--- src/rtl/fjs_pkg.sv ---
// rtl/fjs_pkg.sv - fork/join scheduler shared types and join-policy encodings
package fjs_pkg;

  typedef enum logic [1:0] {
    ST_IDLE = 2'b00,
    ST_RUN  = 2'b01,
    ST_JOIN = 2'b10
  } state_e;

  localparam logic [1:0] JOIN_ALL  = 2'b00;
  localparam logic [1:0] JOIN_ANY  = 2'b01;
  localparam logic [1:0] JOIN_NONE = 2'b10;

  // The unused encoding 11 behaves as JOIN_ALL.
  function automatic logic [1:0] norm_mode(input logic [1:0] m);
    return (m == 2'b11) ? JOIN_ALL : m;
  endfunction

endpackage

--- src/rtl/fjs_rr_arbiter.sv ---
// rtl/fjs_rr_arbiter.sv - round-robin picker: first request at or after ptr wins
module fjs_rr_arbiter #(
  parameter int N  = 4,
  parameter int PW = (N > 1) ? $clog2(N) : 1
) (
  input  logic [N-1:0]  req,
  input  logic [PW-1:0] ptr,
  output logic [N-1:0]  gnt,
  output logic          gnt_valid
);

  logic [PW-1:0] idx;

  always_comb begin
    gnt       = '0;
    gnt_valid = 1'b0;
    idx       = '0;
    for (int i = 0; i < N; i++) begin
      idx = PW'((int'(ptr) + i) % N);
      if (!gnt_valid && req[idx]) begin
        gnt[idx]  = 1'b1;
        gnt_valid = 1'b1;
      end
    end
  end

endmodule

--- src/rtl/fork_join_sched.sv ---
// rtl/fork_join_sched.sv - launches a group of delayed threads that write a shared
// result register, joining under ALL/ANY/NONE policy with disable and kill tracking
module fork_join_sched
  import fjs_pkg::*;
#(
  parameter int NTHREAD = 4,
  parameter int WIDTH   = 4,
  parameter int DLYW    = 4,
  localparam int PW     = (NTHREAD > 1) ? $clog2(NTHREAD) : 1
) (
  input  logic                     clk,
  input  logic                     rst,
  input  logic [WIDTH-1:0]         in,
  input  logic                     start,
  input  logic [1:0]               mode,
  input  logic [NTHREAD-1:0]       thread_en,
  input  logic [NTHREAD*DLYW-1:0]  thread_dly,
  input  logic [NTHREAD*WIDTH-1:0] thread_off,
  input  logic                     disable_req,
  output logic [WIDTH-1:0]         out,
  output logic                     out_valid,
  output logic [PW-1:0]            winner,
  output logic                     done,
  output logic                     busy,
  output logic [NTHREAD-1:0]       killed
);

  state_e                          state_q, state_d;
  logic [1:0]                      mode_q, mode_d;
  logic [WIDTH-1:0]                in_q, in_d, out_q, out_d;
  logic [NTHREAD-1:0][DLYW-1:0]    cnt_q, cnt_d;
  logic [NTHREAD-1:0][WIDTH-1:0]   off_q, off_d;
  logic [NTHREAD-1:0]              pend_q, pend_d, killed_q, killed_d;
  logic [PW-1:0]                   ptr_q, ptr_d, winner_q, winner_d;
  logic                            out_valid_q, out_valid_d, done_q, done_d;
  logic                            done_sent_q, done_sent_d;
  logic [NTHREAD-1:0]              ready, req, grant;
  logic                            gnt_valid;
  logic [PW-1:0]                   win_idx;

  always_comb begin
    ready = '0;
    for (int i = 0; i < NTHREAD; i++) begin
      ready[i] = pend_q[i] && (cnt_q[i] == '0);
    end
  end

  assign req = (state_q == ST_RUN) ? ready : '0;

  fjs_rr_arbiter #(.N(NTHREAD), .PW(PW)) u_arb (
    .req       (req),
    .ptr       (ptr_q),
    .gnt       (grant),
    .gnt_valid (gnt_valid)
  );

  always_comb begin
    win_idx = '0;
    for (int i = 0; i < NTHREAD; i++) begin
      if (grant[i]) win_idx = PW'(i);
    end
  end

  always_comb begin
    state_d     = state_q;
    mode_d      = mode_q;
    in_d        = in_q;
    out_d       = out_q;
    cnt_d       = cnt_q;
    off_d       = off_q;
    pend_d      = pend_q;
    killed_d    = killed_q;
    ptr_d       = ptr_q;
    winner_d    = winner_q;
    out_valid_d = 1'b0;
    done_d      = 1'b0;
    done_sent_d = done_sent_q;
    case (state_q)
      ST_IDLE: begin
        if (start && (pend_q == '0)) begin
          in_d        = in;
          mode_d      = norm_mode(mode);
          cnt_d       = thread_dly;
          off_d       = thread_off;
          pend_d      = thread_en;
          killed_d    = '0;
          ptr_d       = '0;
          done_sent_d = 1'b0;
          state_d     = (thread_en == '0) ? ST_JOIN : ST_RUN;
        end
      end
      ST_RUN: begin
        for (int i = 0; i < NTHREAD; i++) begin
          if (pend_q[i] && (cnt_q[i] != '0)) cnt_d[i] = cnt_q[i] - DLYW'(1);
        end
        // Disable wins over any write that would land this same edge.
        if (disable_req) begin
          killed_d = killed_q | pend_q;
          pend_d   = '0;
          state_d  = ST_JOIN;
        end else begin
          if ((mode_q == JOIN_NONE) && !done_sent_q) begin
            done_d      = 1'b1;
            done_sent_d = 1'b1;
          end
          if (gnt_valid) begin
            out_d       = in_q + off_q[win_idx];
            out_valid_d = 1'b1;
            winner_d    = win_idx;
            ptr_d       = (int'(win_idx) == NTHREAD - 1) ? '0 : win_idx + PW'(1);
            pend_d      = pend_q & ~grant;
          end
          if ((mode_q == JOIN_ANY) && gnt_valid) begin
            killed_d = killed_q | (pend_q & ~grant);
            pend_d   = '0;
            state_d  = ST_JOIN;
          end else if (pend_d == '0) begin
            state_d = (mode_q == JOIN_NONE) ? ST_IDLE : ST_JOIN;
          end
        end
      end
      ST_JOIN: begin
        done_d      = !done_sent_q;
        done_sent_d = 1'b1;
        state_d     = ST_IDLE;
      end
      default: state_d = ST_IDLE;
    endcase
  end

  always_ff @(posedge clk or posedge rst) begin
    if (rst) begin
      state_q     <= ST_IDLE;
      mode_q      <= JOIN_ALL;
      in_q        <= '0;
      out_q       <= '0;
      cnt_q       <= '0;
      off_q       <= '0;
      pend_q      <= '0;
      killed_q    <= '0;
      ptr_q       <= '0;
      winner_q    <= '0;
      out_valid_q <= 1'b0;
      done_q      <= 1'b0;
      done_sent_q <= 1'b0;
    end else begin
      state_q     <= state_d;
      mode_q      <= mode_d;
      in_q        <= in_d;
      out_q       <= out_d;
      cnt_q       <= cnt_d;
      off_q       <= off_d;
      pend_q      <= pend_d;
      killed_q    <= killed_d;
      ptr_q       <= ptr_d;
      winner_q    <= winner_d;
      out_valid_q <= out_valid_d;
      done_q      <= done_d;
      done_sent_q <= done_sent_d;
    end
  end

  assign out       = out_q;
  assign out_valid = out_valid_q;
  assign winner    = winner_q;
  assign done      = done_q;
  assign busy      = |pend_q;
  assign killed    = killed_q;

endmodule

--- config.mk ---
export PLATFORM = sky130hd
export DESIGN_NAME = fork_join_sched
export DESIGN_NICKNAME = d
export VERILOG_FILES = /design/src/rtl/fjs_pkg.sv /design/src/rtl/fjs_rr_arbiter.sv /design/src/rtl/fork_join_sched.sv
export SDC_FILE = /design/constraint.sdc
export NUM_CORES = 1
export LEC_CHECK = 0
export ABC_CLOCK_PERIOD_IN_PS = 9650
export CAP_MARGIN = 10
export CORE_AREA = 2 2 127 79
export CTS_BUF_LIST = sky130_fd_sc_hd__clkbuf_2 sky130_fd_sc_hd__clkbuf_4 sky130_fd_sc_hd__clkbuf_8
export DETAILED_ROUTE_END_ITERATION = 8
export DIE_AREA = 0 0 129 81
export SLEW_MARGIN = 20
export SYNTH_ARGS = -nofsm -noshare
export SYNTH_HDL_FRONTEND = slang
export SYNTH_SLANG_ARGS = --single-unit
--- constraint.sdc ---
create_clock -name clk -period 9.65 [get_ports clk]
set_input_delay 1.93 -clock clk [delete_from_list [all_inputs] [get_ports clk]]
set_output_delay 1.93 -clock clk [all_outputs]
set_load 0.02 [all_outputs]
==> results of run 1 <==
[registers in the layout, summed over array words and instances (netlist names)]
register / flops
cnt_q: 16
winner: 2
killed: 4
state_q: 2
off_q: 16
in_q: 4
out: 4
ptr_q: 2
done_sent_q: 1
mode_q: 2
out_valid: 1
pend_q: 4
done: 1
[synthesized netlist by cell type, types with 4 or more instances]
library cell and count:
or3_1 5, nand2b_1 10, o21ai_0 32, a21oi_1 31, inv_1 39, nand2_1 24
nor3_1 6, o31ai_1 5, dfrtp_1 59, o211ai_1 9, mux2_2 22, nor2_1 12
a21o_1 6, nand3_1 13, mux2i_1 11, o311ai_0 4, clkbuf_1 7, ha_1 23
[layer usage]
| layer | GRT usage, % | wire length (µm) |
|---|---|---|
| met1 | 26.8 | 4680 |
| met2 | 25.4 | 3660 |
| met3 | 4.87 | 347 |
| met4 | 6.74 | 163 |
| met5 | 0 | 0 |
[worst paths after layout]
check                                  from        to  slack, ps
worst max-delay path             state_q[1]    out[3]       4410
worst min-delay path            done_sent_q      done        450
worst max register to register   state_q[1]    out[3]       4410
worst min register to register  done_sent_q      done        450
max in group asynchronous               rst  cnt_q[2]       7020
min in group asynchronous               rst  off_q[1]       2110
[cell usage in the layout (no fill, tap or decap), types with 3 or more instances in the layout]
cell              n
ha_1             23
a21o_1            6
dfrtp_1          59
nor3_1            6
nor2_1           12
buf_4             4
nor4_1            3
nand3_1          13
nand2_1          24
clkdlybuf4s50_1  58
mux2_2           22
o211ai_1          9
nand2b_1         10
o21ai_0          32
a22o_1            3
nor3b_1           3
or3_1             5
a21oi_1          31
mux2i_1          11
inv_1            38
o31ai_1           5
a31oi_1           3
clkbuf_8         11
o311ai_0          4
[worst reg2reg max path: cells and delay by family (launching register included)]
kind | cells | cell delay (ps)
compound gates | 5 | 1590
xor+xnor | 1 | 210
fa+ha+maj | 2 | 420
buf+inv | 2 | 510
flops | 1 | 400
mux | 2 | 940
simple gates | 5 | 1110
[final cells by class]
type | instances | area [µm²]
repair buffers | 62 | 611
clock inverters | 5 | 37.5
inverters | 39 | 146
well taps | 135 | 169
flip-flops and latches | 59 | 1480
multi-input cells | 264 | 1960
fillers | 884 | 4940
clock buffers | 11 | 151
[cells by family after synthesis]
family	share of synthesized area (%)
DFF	40.5
xor gates and xnor gates	0.481
muxes	11.2
adders and majority gates	8.45
AOI/OAI and AO/OA	20.8
and+or+nand+nor	12.8
buffers and inverters	5.77
[power by group through the flow]
| stage | Combinational [mW] | Clock [mW] | Sequential (mW) |
|---|---|---|---|
| after CTS | 0.0273 | 0.222 | 0.247 |
| after global placement | 0.0270 | 0 | 0.252 |
| final | 0.0265 | 0.213 | 0.247 |
| after global routing | 0.0293 | 0.233 | 0.247 |
| after detailed placement | 0.0273 | 0 | 0.252 |
| after floorplan | 0.00548 | 0 | 0.252 |
[through the flow]
| stage | hold WS, ps | util, % |
|---|---|---|
| global placement | 431 | 45.9 |
| global route | 478 | 47.9 |
| floorplan | 409 | - |
| detailed placement | 438 | 45.9 |
| CTS | 454 | 47.9 |
| finish | 451 | 47.9 |
==> impl_results.md, run 1 <==
* P_int at around 370 µW
* Worst-path clk slew at about 70 ps
* CTS Buf Count at 9
* Core ar. at roughly 9500 µm²
* Placed insts at 559
* Area post-placement at 4360 µm²
* Worst-Margin Slew at between 1000 and 1500 ps
* Count of cell types in the netlist at 57
* Initial DRC count at slightly above 200
* Share of synthesized registers carrying an async set or reset at between 90% and 100%
* Sequential-to-total area share from yosys stat at 40.5%
* FF-to-FF path depth at 17
* Setup crit start kind: flop
* Clock sink count at between 50 and 60
* IO Pins at between 50 and 60
* Final Non-Filler Cells at between 500 and 600
* Worst-Skew Late Latency at around 360 ps
* Post-CTS Hold Fix Bufs at 0
* Sequential share of power at roughly half
* Final Cell Area at ~4600 µm²
* Diode count at 0
* RSZ-0062 raised after global routing: false
* Vias in the first global route at between 2k and 3k
* H-tree levels at 3
* Top cell type's share of synthesized area at about 41%
* Die width at about 130 µm
* Routed vias/inst at ~5.2
* Gr usage total at a little under a fifth
* Slowest CP cell: a221oi_2
* Die Y at 81 µm
* Initial Utilization at about two fifths
* Critical path endpoint category: flop
* Max-cap violations at 0
* Area of the mapped netlist at ~3600 µm²
* Routed wire length at 8850 µm
* Hold Path Depth at 1
* Crit path time final at 5240 ps
* Cells after synthesis at between 300 and 400
* CTS tree: done
* Pin count of the biggest net entering global routing at 60
* GR Overflow Total at 0
* Post-CTS Resized at 0
* Hold Path Class: flop to flop
* Crit-path max FO at 50
* EDFF count, synth at 0
* GPL Wtd Cong at between 0.8 and 0.9
* CP max stage delay at around 940 ps
* Final Hold Viols at 0
* Max transition margin at ~28%
* PwrDens at between 100 and 150 nW/µm²
* Ys Warns at 0
* Critical Path RT at about 9900 ps
* Ys flop type: dfrtp_1
* Number of antenna-violating nets in the routed design at 0
* CP Depth at 17
* Synth Area per Inst at between 9 and 10 µm²
* Port Buffers at 58
* P_sw at around 120 µW
* Place WS at 4640 ps
* DRT Pass-1 Iters at 4
* Area contributors post-synth: dfrtp_1 (41%), ha_1 (7.9%), mux2_2 (6.8%)
* CTS Root Cell: clkbuf_8
* Seq cells post-synth at between 50 and 60
* Die area at 10,400 µm²
* # setup viols final at 0
* Remaining DRCs at 0
* Total power at just under 500 µW
* Synth area leader: dfrtp_1
* Fmax at around 0.19 GHz
* CP top delay family: compound AO/OA/AOI/OAI gates
* Combinational power share at ~5.4%
* Crit path buffers/inverters at 2
* Std-Cell Rows at 28
* Kind of critical path: flop to flop
* Syn nets at ~450
* Wire per inst at roughly 15 µm
* Initial antenna violation count at 0
* Via count at 2,967
* Switching Fraction at 23.7%
* P_leak at around 2.0 nW
* Run status: finished clean
* CP cell instances: inv_1 > ha_1 > buf_4 > nor4bb_1 > nand2_1 > mux4_2 > a221oi_2 > a21oi_1 > mux2_2 > ha_1 > a21o_1 > a21oi_1 > xor2_1 > nand2_1 > nor3b_1 > a211oi_1 > nand3_1
* Setup ws final at approximately 4400 ps
* Nets@finish at about 500
* Peak VDD IR at roughly 0.000056 V
* Dpl hpwl at between 6000 and 7000 µm
* Layout area overhead at 24.9%
* Clock Tree Buf Depth at 2
* Final Skew at around 5.8 ps
* Post-route clock period utilization at 54.3%
* Worst EP arrival at between 5000 and 6000 ps
* Setup_tns at 0 ps
* First-pass GRT wire length at between 10,000 and 15,000 µm
* Max Slew Vio Count at 0
* Clock power frac at between 40% and 50%
* Share of cells above drive strength 1 at between 10 and 15%
* Setup Buffers After CTS at 0
Note: power is estimated with default switching activity, not from simulation.
==> inputs of run 2 (changes only) <==
--- a/config.mk
+++ b/config.mk
@@ -5,7 +5,7 @@
 export SDC_FILE = /design/constraint.sdc
 export NUM_CORES = 1
 export LEC_CHECK = 0
-export ABC_CLOCK_PERIOD_IN_PS = 9650
+export ABC_CLOCK_PERIOD_IN_PS = 5450
 export CAP_MARGIN = 10
 export CORE_AREA = 2 2 127 79
 export CTS_BUF_LIST = sky130_fd_sc_hd__clkbuf_2 sky130_fd_sc_hd__clkbuf_4 sky130_fd_sc_hd__clkbuf_8
==> constraint.sdc (replaced) <==
create_clock -name clk -period 5.45 [get_ports clk]
set_input_delay 1.09 -clock clk [delete_from_list [all_inputs] [get_ports clk]]
set_output_delay 1.09 -clock clk [all_outputs]
set_load 0.02 [all_outputs]
==> run 2 against run 1 <==
Clock skew is essentially flat. Routed wire length grew 0.63%. Final area grew 0.69%. Die area is the same. Cell count grew 0.52%. Sequential power grew 77%. Register-to-register slack lost 3900 ps. Via count grew 0.34%. First-iteration DRC count grew 15%. Critical path type unchanged. Largest cell class unchanged. Highest routed layer unchanged.
==> impl_results.md, run 2 (same netlist as run 1, synthesis figures left out) <==
* CTS Root Cell: clkbuf_8 (unchanged)
* H-tree levels at 3 (unchanged)
* IO Pins at 59 (unchanged)
* Post-CTS Resized at 0 (unchanged)
* Final Cell Area at 4580 µm² (was 4550 µm²)
* Core ar. at 9490 µm² (unchanged)
* Layout area overhead at 25.8% (was 24.9%)
* Clock sink count at 59 (unchanged)
* Worst-Margin Slew at 780 ps (was 1080 ps)
* Number of antenna-violating nets in the routed design at 0 (unchanged)
* Hold Path Class: flop to flop (unchanged)
* Dpl hpwl at 6420 µm (was 6360 µm)
* Initial antenna violation count at 0 (unchanged)
* P_leak at 2.05 nW (was 2.03 nW)
* CTS Buf Count at 9 (unchanged)
* Setup crit start kind: flop (unchanged)
* Fmax at 0.201 GHz (was 0.191 GHz)
* Worst EP arrival at 5260 ps (was 5530 ps)
* Hold WS at 452 ps (was 451 ps)
* Diode count at 0 (unchanged)
* Gr usage total at 18.1% (was 18.2%)
* Total power at 894 µW (was 487 µW)
* Area post-placement at 4380 µm² (was 4360 µm²)
* CP Depth at 17 (unchanged)
* CP top delay family: compound AO/OA/AOI/OAI gates (unchanged)
* Post-CTS Hold Fix Bufs at 0 (unchanged)
* Std-Cell Rows at 28 (unchanged)
* Crit path time final at 4980 ps (was 5240 ps)
* Wire per inst at 15.4 µm (about the same)
* Crit path buffers/inverters at 2 (unchanged)
* Setup ws final at 474 ps (was 4410 ps)
* Fillers at 887 (was 884)
* DRT Pass-1 Iters at 4 (unchanged)
* Critical path endpoint category: flop (unchanged)
* Die area at 10,400 µm² (unchanged)
* Max-cap violations at 0 (unchanged)
* RSZ-0062 raised after global routing: false (unchanged)
* Max transition margin at 48.0% (was 27.8%)
* Port Buffers at 58 (unchanged)
* Worst-path clk slew at 70 ps (about the same)
* Share of cells above drive strength 1 at 11.7% (was 11.4%)
* GPL Wtd Cong at 0.915 (was 0.866)
* Worst-Skew Late Latency at 340 ps (was 360 ps)
* Run status: finished clean (unchanged)
* Die Y at 81 µm (unchanged)
* Max Slew Vio Count at 0 (unchanged)
* Placed insts at 562 (was 559)
* Final Core Density at 48.3% (was 47.9%)
* Most common cell after layout, fill and taps aside: dfrtp_1 (unchanged)
* Hold Path Depth at 1 (unchanged)
* CP cell instances: inv_1 > ha_1 > inv_1 > nor3_1 > o31a_1 > o31ai_2 > a221oi_4 > mux2i_1 > a21oi_1 > mux2_2 > ha_1 > a21o_1 > a21oi_1 > xor2_1 > nand2_1 > or3_1 > nand3_1 (was inv_1 > ha_1 > buf_4 > nor4bb_1 > nand2_1 > mux4_2 > a221oi_2 > a21oi_1 > mux2_2 > ha_1 > a21o_1 > a21oi_1 > xor2_1 > nand2_1 > nor3b_1 > a211oi_1 > nand3_1)
* PwrDens at 195 nW/µm² (was 107 nW/µm²)
* GR Overflow Total at 0 (unchanged)
* Vias in the first global route at 2,879 (was 2,862)
* Initial DRC count at 234 (was 203)
* Setup_tns at 0 ps (unchanged)
* CP max stage delay at 670 ps (was 940 ps)
* FF-to-FF path depth at 17 (unchanged)
* Final Skew at 5.91 ps (was 5.78 ps)
* # setup viols final at 0 (unchanged)
* Pin count of the biggest net entering global routing at 60 (unchanged)
* Kind of critical path: flop to flop (unchanged)
* Die width at 129 µm (unchanged)
* CTS tree: done (unchanged)
* Nets@finish at 508 (was 505)
* Initial Utilization at 38.4% (unchanged)
* Peak VDD IR at 0.000104 V (was 0.0000565 V)
* Post-route clock period utilization at 91.3% (was 54.3%)
* Via count at 2,977 (was 2,967)
* Setup Buffers After CTS at 0 (unchanged)
* Place WS at 588 ps (was 4640 ps)
* Routed vias/inst at 5.15 (was 5.16)
* Final Non-Filler Cells at 578 (was 575)
* Final Hold Viols at 0 (unchanged)
* Remaining DRCs at 0 (unchanged)
* Top flop regs: cnt_q x16, off_q x16 (unchanged)
* Clock Tree Buf Depth at 2 (unchanged)
* Crit-path max FO at 17 (was 50)
* First-pass GRT wire length at 14,600 µm (about the same)
* Critical Path RT at 5730 ps (was 9940 ps)
* Routed wire length at 8910 µm (was 8850 µm)
* Slowest CP cell: dfrtp_1 (was a221oi_2)
* Commonest non-fill, non-tap cells in the layout: dfrtp_1 (59), clkdlybuf4s50_1 (58), inv_1 (38) (unchanged)
run 2: cell types whose count changed in the layout (fill, tap and decap cells not counted), sizes merged:
cell	delta
buf	+3
bufinv	+1
clkbuf	-1
clkinv	-1
inv	+1
run 2: power breakdown:
part	internal [mW]	switching, mW	leakage, nW	total, mW
registers	0.438	0	0.772	0.438
logic	0.0304	0.0169	1.18	0.0473
clock network	0.223	0.185	0.0987	0.409
total	0.691	0.202	2.05	0.894
run 2: path summary, 6_finish.rpt:
kind | start | end | slack [ps]
max | ptr_q[0] | out[3] | 470
min | done_sent_q | done | 450
max reg2reg | ptr_q[0] | out[3] | 470
min reg2reg | done_sent_q | done | 450
max in group asynchronous | rst | cnt_q[6] | 3650
min in group asynchronous | rst | off_q[2] | 1300
run 2: final cells by class:
type | count | area (µm²) | share of cell area [%]
Multi-Input combinational cell | 264 | 1960 | 42.7
Sequential cell | 59 | 1480 | 32.2
Timing Repair Buffer | 65 | 633 | 13.8
Tap cell | 135 | 169 | 3.69
Inverter | 39 | 146 | 3.19
Clock buffer | 10 | 138 | 3.00
Clock inverter | 6 | 63.8 | 1.39
run 2: metal layers:
metal	up-vias	GRT usage [%]	share of wire, %
li1	1485	-	-
met1	1403	27.3	52
met2	85	25.0	41
met3	4	5.34	6.1
met4	0	4.67	0.45
met5	-	0	0
==> inputs of run 3 (changes only) <==
--- a/config.mk
+++ b/config.mk
@@ -11,6 +11,8 @@
 export CTS_BUF_LIST = sky130_fd_sc_hd__clkbuf_2 sky130_fd_sc_hd__clkbuf_4 sky130_fd_sc_hd__clkbuf_8
 export DETAILED_ROUTE_END_ITERATION = 8
 export DIE_AREA = 0 0 129 81
+export GPL_ROUTABILITY_DRIVEN = 0
+export SKIP_LAST_GASP = 1
 export SLEW_MARGIN = 20
 export SYNTH_ARGS = -nofsm -noshare
 export SYNTH_HDL_FRONTEND = slang
==> results of run 3 <==
Final layout, timing and power as in run 2 (identical DEF).
==> edit, RTL diff (flow settings as in run 3) <==
The 3 states of `state_e` get a one-hot encoding in 3 bits.
--- a/src/rtl/fjs_pkg.sv
+++ b/src/rtl/fjs_pkg.sv
@@ -3,6 +3,6 @@
 
-  typedef enum logic [1:0] {
-    ST_IDLE = 2'b00,
-    ST_RUN  = 2'b01,
-    ST_JOIN = 2'b10
+  typedef enum logic [2:0] {
+    ST_IDLE = 3'b001,
+    ST_RUN  = 3'b010,
+    ST_JOIN = 3'b100
   } state_e;
Behaviour: same outputs for any inputs over 4 cycles, from zero or initial values and one cycle with rst high; so few cycles prove little.
==> edit against run 3 <==
Global-route usage down 0.074 points; die area is the same; sequential share of layout area rose by 1.3 points; utilization fell by 1.1 points; synthesized area shrank 3.8%; clock skew about the same; design area fell by 2.3%; largest cell class unchanged; wire length shrank 2.7%; worst setup slack improved by 0.66 ns; final cell count is 1.4% higher; sequential cell count up 1.
Power is not compared: it rests on default switching activity, and its combinational part moved more than twofold at a synthesized area within 25%.
==> edit: results (changes against run 3) <==
<table>
<tr><th>Metric</th><th>Value</th></tr>
<tr><th colspan="2">Route</th></tr>
<tr><td>DR pass1 iterations</td><td>5 (+1)</td></tr>
<tr><td>Met2 wirelength from detailed routing</td><td>3521 microns (-4.2%)</td></tr>
<tr><td>Total via count in the routed design</td><td>2980 (+0.10%)</td></tr>
<tr><td>Final routed wire length divided by cell count</td><td>14.79 microns (-4.0%)</td></tr>
<tr><td>Met1 layer wirelength in the final routing</td><td>4583 microns (-1.5%)</td></tr>
<tr><td>Number of design-rule violations left by the first detailed-router iteration</td><td>160 (-32%)</td></tr>
<tr><td>Routed wl met3</td><td>475 microns (-12%)</td></tr>
<tr><th colspan="2">Setup path</th></tr>
<tr><td>Data arrival at the endpoint of the critical path</td><td>4.56 ns (-0.70 ns)</td></tr>
<tr><td>Crit path max fanout</td><td>13 (-4)</td></tr>
<tr><td>Reg-to-reg critical path startpoint</td><td>state_q[2]</td></tr>
<tr><td>Length in cells of the worst reg-to-reg path</td><td>16 (-1)</td></tr>
<tr><td>Register-to-register setup slack</td><td>1.14 ns (+0.66 ns)</td></tr>
<tr><th colspan="2">Place</th></tr>
<tr><td>Post-DP HPWL</td><td>6374 microns (-0.68%)</td></tr>
<tr><th colspan="2">Finish</th></tr>
<tr><td>Fraction of layout instances using a drive strength above 1</td><td>10.20% (-1.5 points)</td></tr>
<tr><td>Largest registers ranked by flip-flop count</td><td>cnt_q: 16 flops, off_q: 16 flops</td></tr>
<tr><td>Final net count</td><td>512 (+0.79%)</td></tr>
<tr><th colspan="2">Synth</th></tr>
<tr><td>Yosys Warn Count</td><td>0 (unchanged)</td></tr>
<tr><td>Synth top area cells</td><td>dfrtp_1 42%, nand2_1 8.7%, ha_1 6.8%</td></tr>
<tr><td>Netlist area before placement</td><td>3503 sq um (-3.8%)</td></tr>
<tr><td>Net Count, Synth</td><td>451 (+1.1%)</td></tr>
<tr><td>Most used standard cells in the synthesized netlist</td><td>81 x nand2_1, 59 x dfrtp_1, 28 x a21oi_1</td></tr>
<tr><td>Seq/Total Area, Yosys</td><td>42.89% (+2.4 points)</td></tr>
<tr><th colspan="2">Global route</th></tr>
<tr><td>Overall fraction of global-route tracks in use</td><td>18.01% (-0.074 points)</td></tr>
<tr><td>Largest net degree at the start of global routing</td><td>61 (+1.7%)</td></tr>
<tr><td>First-pass GRT wire length</td><td>14360 microns (-1.8%)</td></tr>
<tr><td>Antenna violations before repair</td><td>0 (unchanged)</td></tr>
<tr><td>Number of global-route vias before repair</td><td>2865 (-0.49%)</td></tr>
<tr><th colspan="2">Hold path</th></tr>
<tr><td>Endpoint with the worst hold slack</td><td>done</td></tr>
<tr><td>Hold Path Class</td><td>register to register</td></tr>
<tr><th colspan="2">Status</th></tr>
<tr><td>Outcome</td><td>complete, no violations</td></tr>
<tr><th colspan="2">STA</th></tr>
<tr><td>Slew HR</td><td>41.68% (-6.3 points)</td></tr>
<tr><th colspan="2">Clock tree</th></tr>
<tr><td>Clk root buf</td><td>clkbuf_8</td></tr>
</table>
[edit: cell count changes after synthesis, sizes merged, moves of 5 or more]
cell	delta
nor3	+6
inv	-21
mux2i	-5
nand2	+58
a21o	-5
o21ai	-8
mux2	-13
o31ai	-5
[edit: final cells by class]
cell class                      instances  area (sq um)
Clock buffer                           12         165.2
Sequential cell                        60          1503
Timing Repair Buffer                   63         618.1
Multi-Input combinational cell        294          1886
Clock inverter                          4         70.07
Tap cell                              135         168.9
Fill cell                             940          5016
Inverter                               18         67.56
[edit: through the flow]
step	hold slack [ns]	std cells	instance area [sq um]	setup slack, ns	utilization, %
global placement	0.4326	570	4240	1.314	44.66
floorplan	0.4083	385	3503	1.532	-
detailed placement	0.4393	570	4243	1.162	44.69
global route	0.4766	586	4478	0.8241	47.17
CTS	0.4489	586	4478	1.143	47.17
finish	0.4398	586	4478	1.137	47.17
[edit: worst max-delay path by stage]
stage,start,slack (ns),cells after the start,endpoint
finish,state_q[2],1.14,16,out[3]
global route,cnt_q[12],0.82,18,out[3]
CTS,cnt_q[12],1.14,18,out[3]
detailed placement,cnt_q[12],1.16,18,out[3]
global placement,state_q[2],1.31,16,out[3]
floorplan,cnt_q[12],1.53,18,out[3]
[edit: routing by layer]
metal | up-vias | track usage, %
li1 | 1484 | -
met1 | 1417 | 26.60
met2 | 70 | 25.24
met3 | 9 | 5.204
met4 | 0 | 5.652
met5 | - | 0
[edit: kinds of logic after synthesis]
| group | synth area share [%] |
|---|---|
| simple gates | 23.43 |
| compound gates | 17.32 |
| flops | 42.89 |
| mux | 4.964 |
| fa+ha+maj | 7.357 |
| xor+xnor | 0.5001 |
| buf+inv | 3.535 |
[edit: worst max-delay path, stage by stage (launching register included)]
cell     delay, ns
dfrtp_1       0.52
or4b_4        0.62
o22ai_2       0.25
or3_1         0.16
a21oi_1       0.10
a221o_1       0.41
nor2_4        0.24
mux2i_1       0.24
o21ai_0       0.13
mux2_2        0.29
ha_1          0.21
a21o_1        0.18
a21oi_1       0.16
xor2_1        0.11
or2_1         0.22
o22a_1        0.16
a31o_1        0.20
[edit: report_power, final]
| group | internal, mW | switching [mW] |
|---|---|---|
| Clock | 0.293 | 0.179 |
| Sequential | 0.618 | 0.152 |
| Combinational | 0.312 | 0.364 |
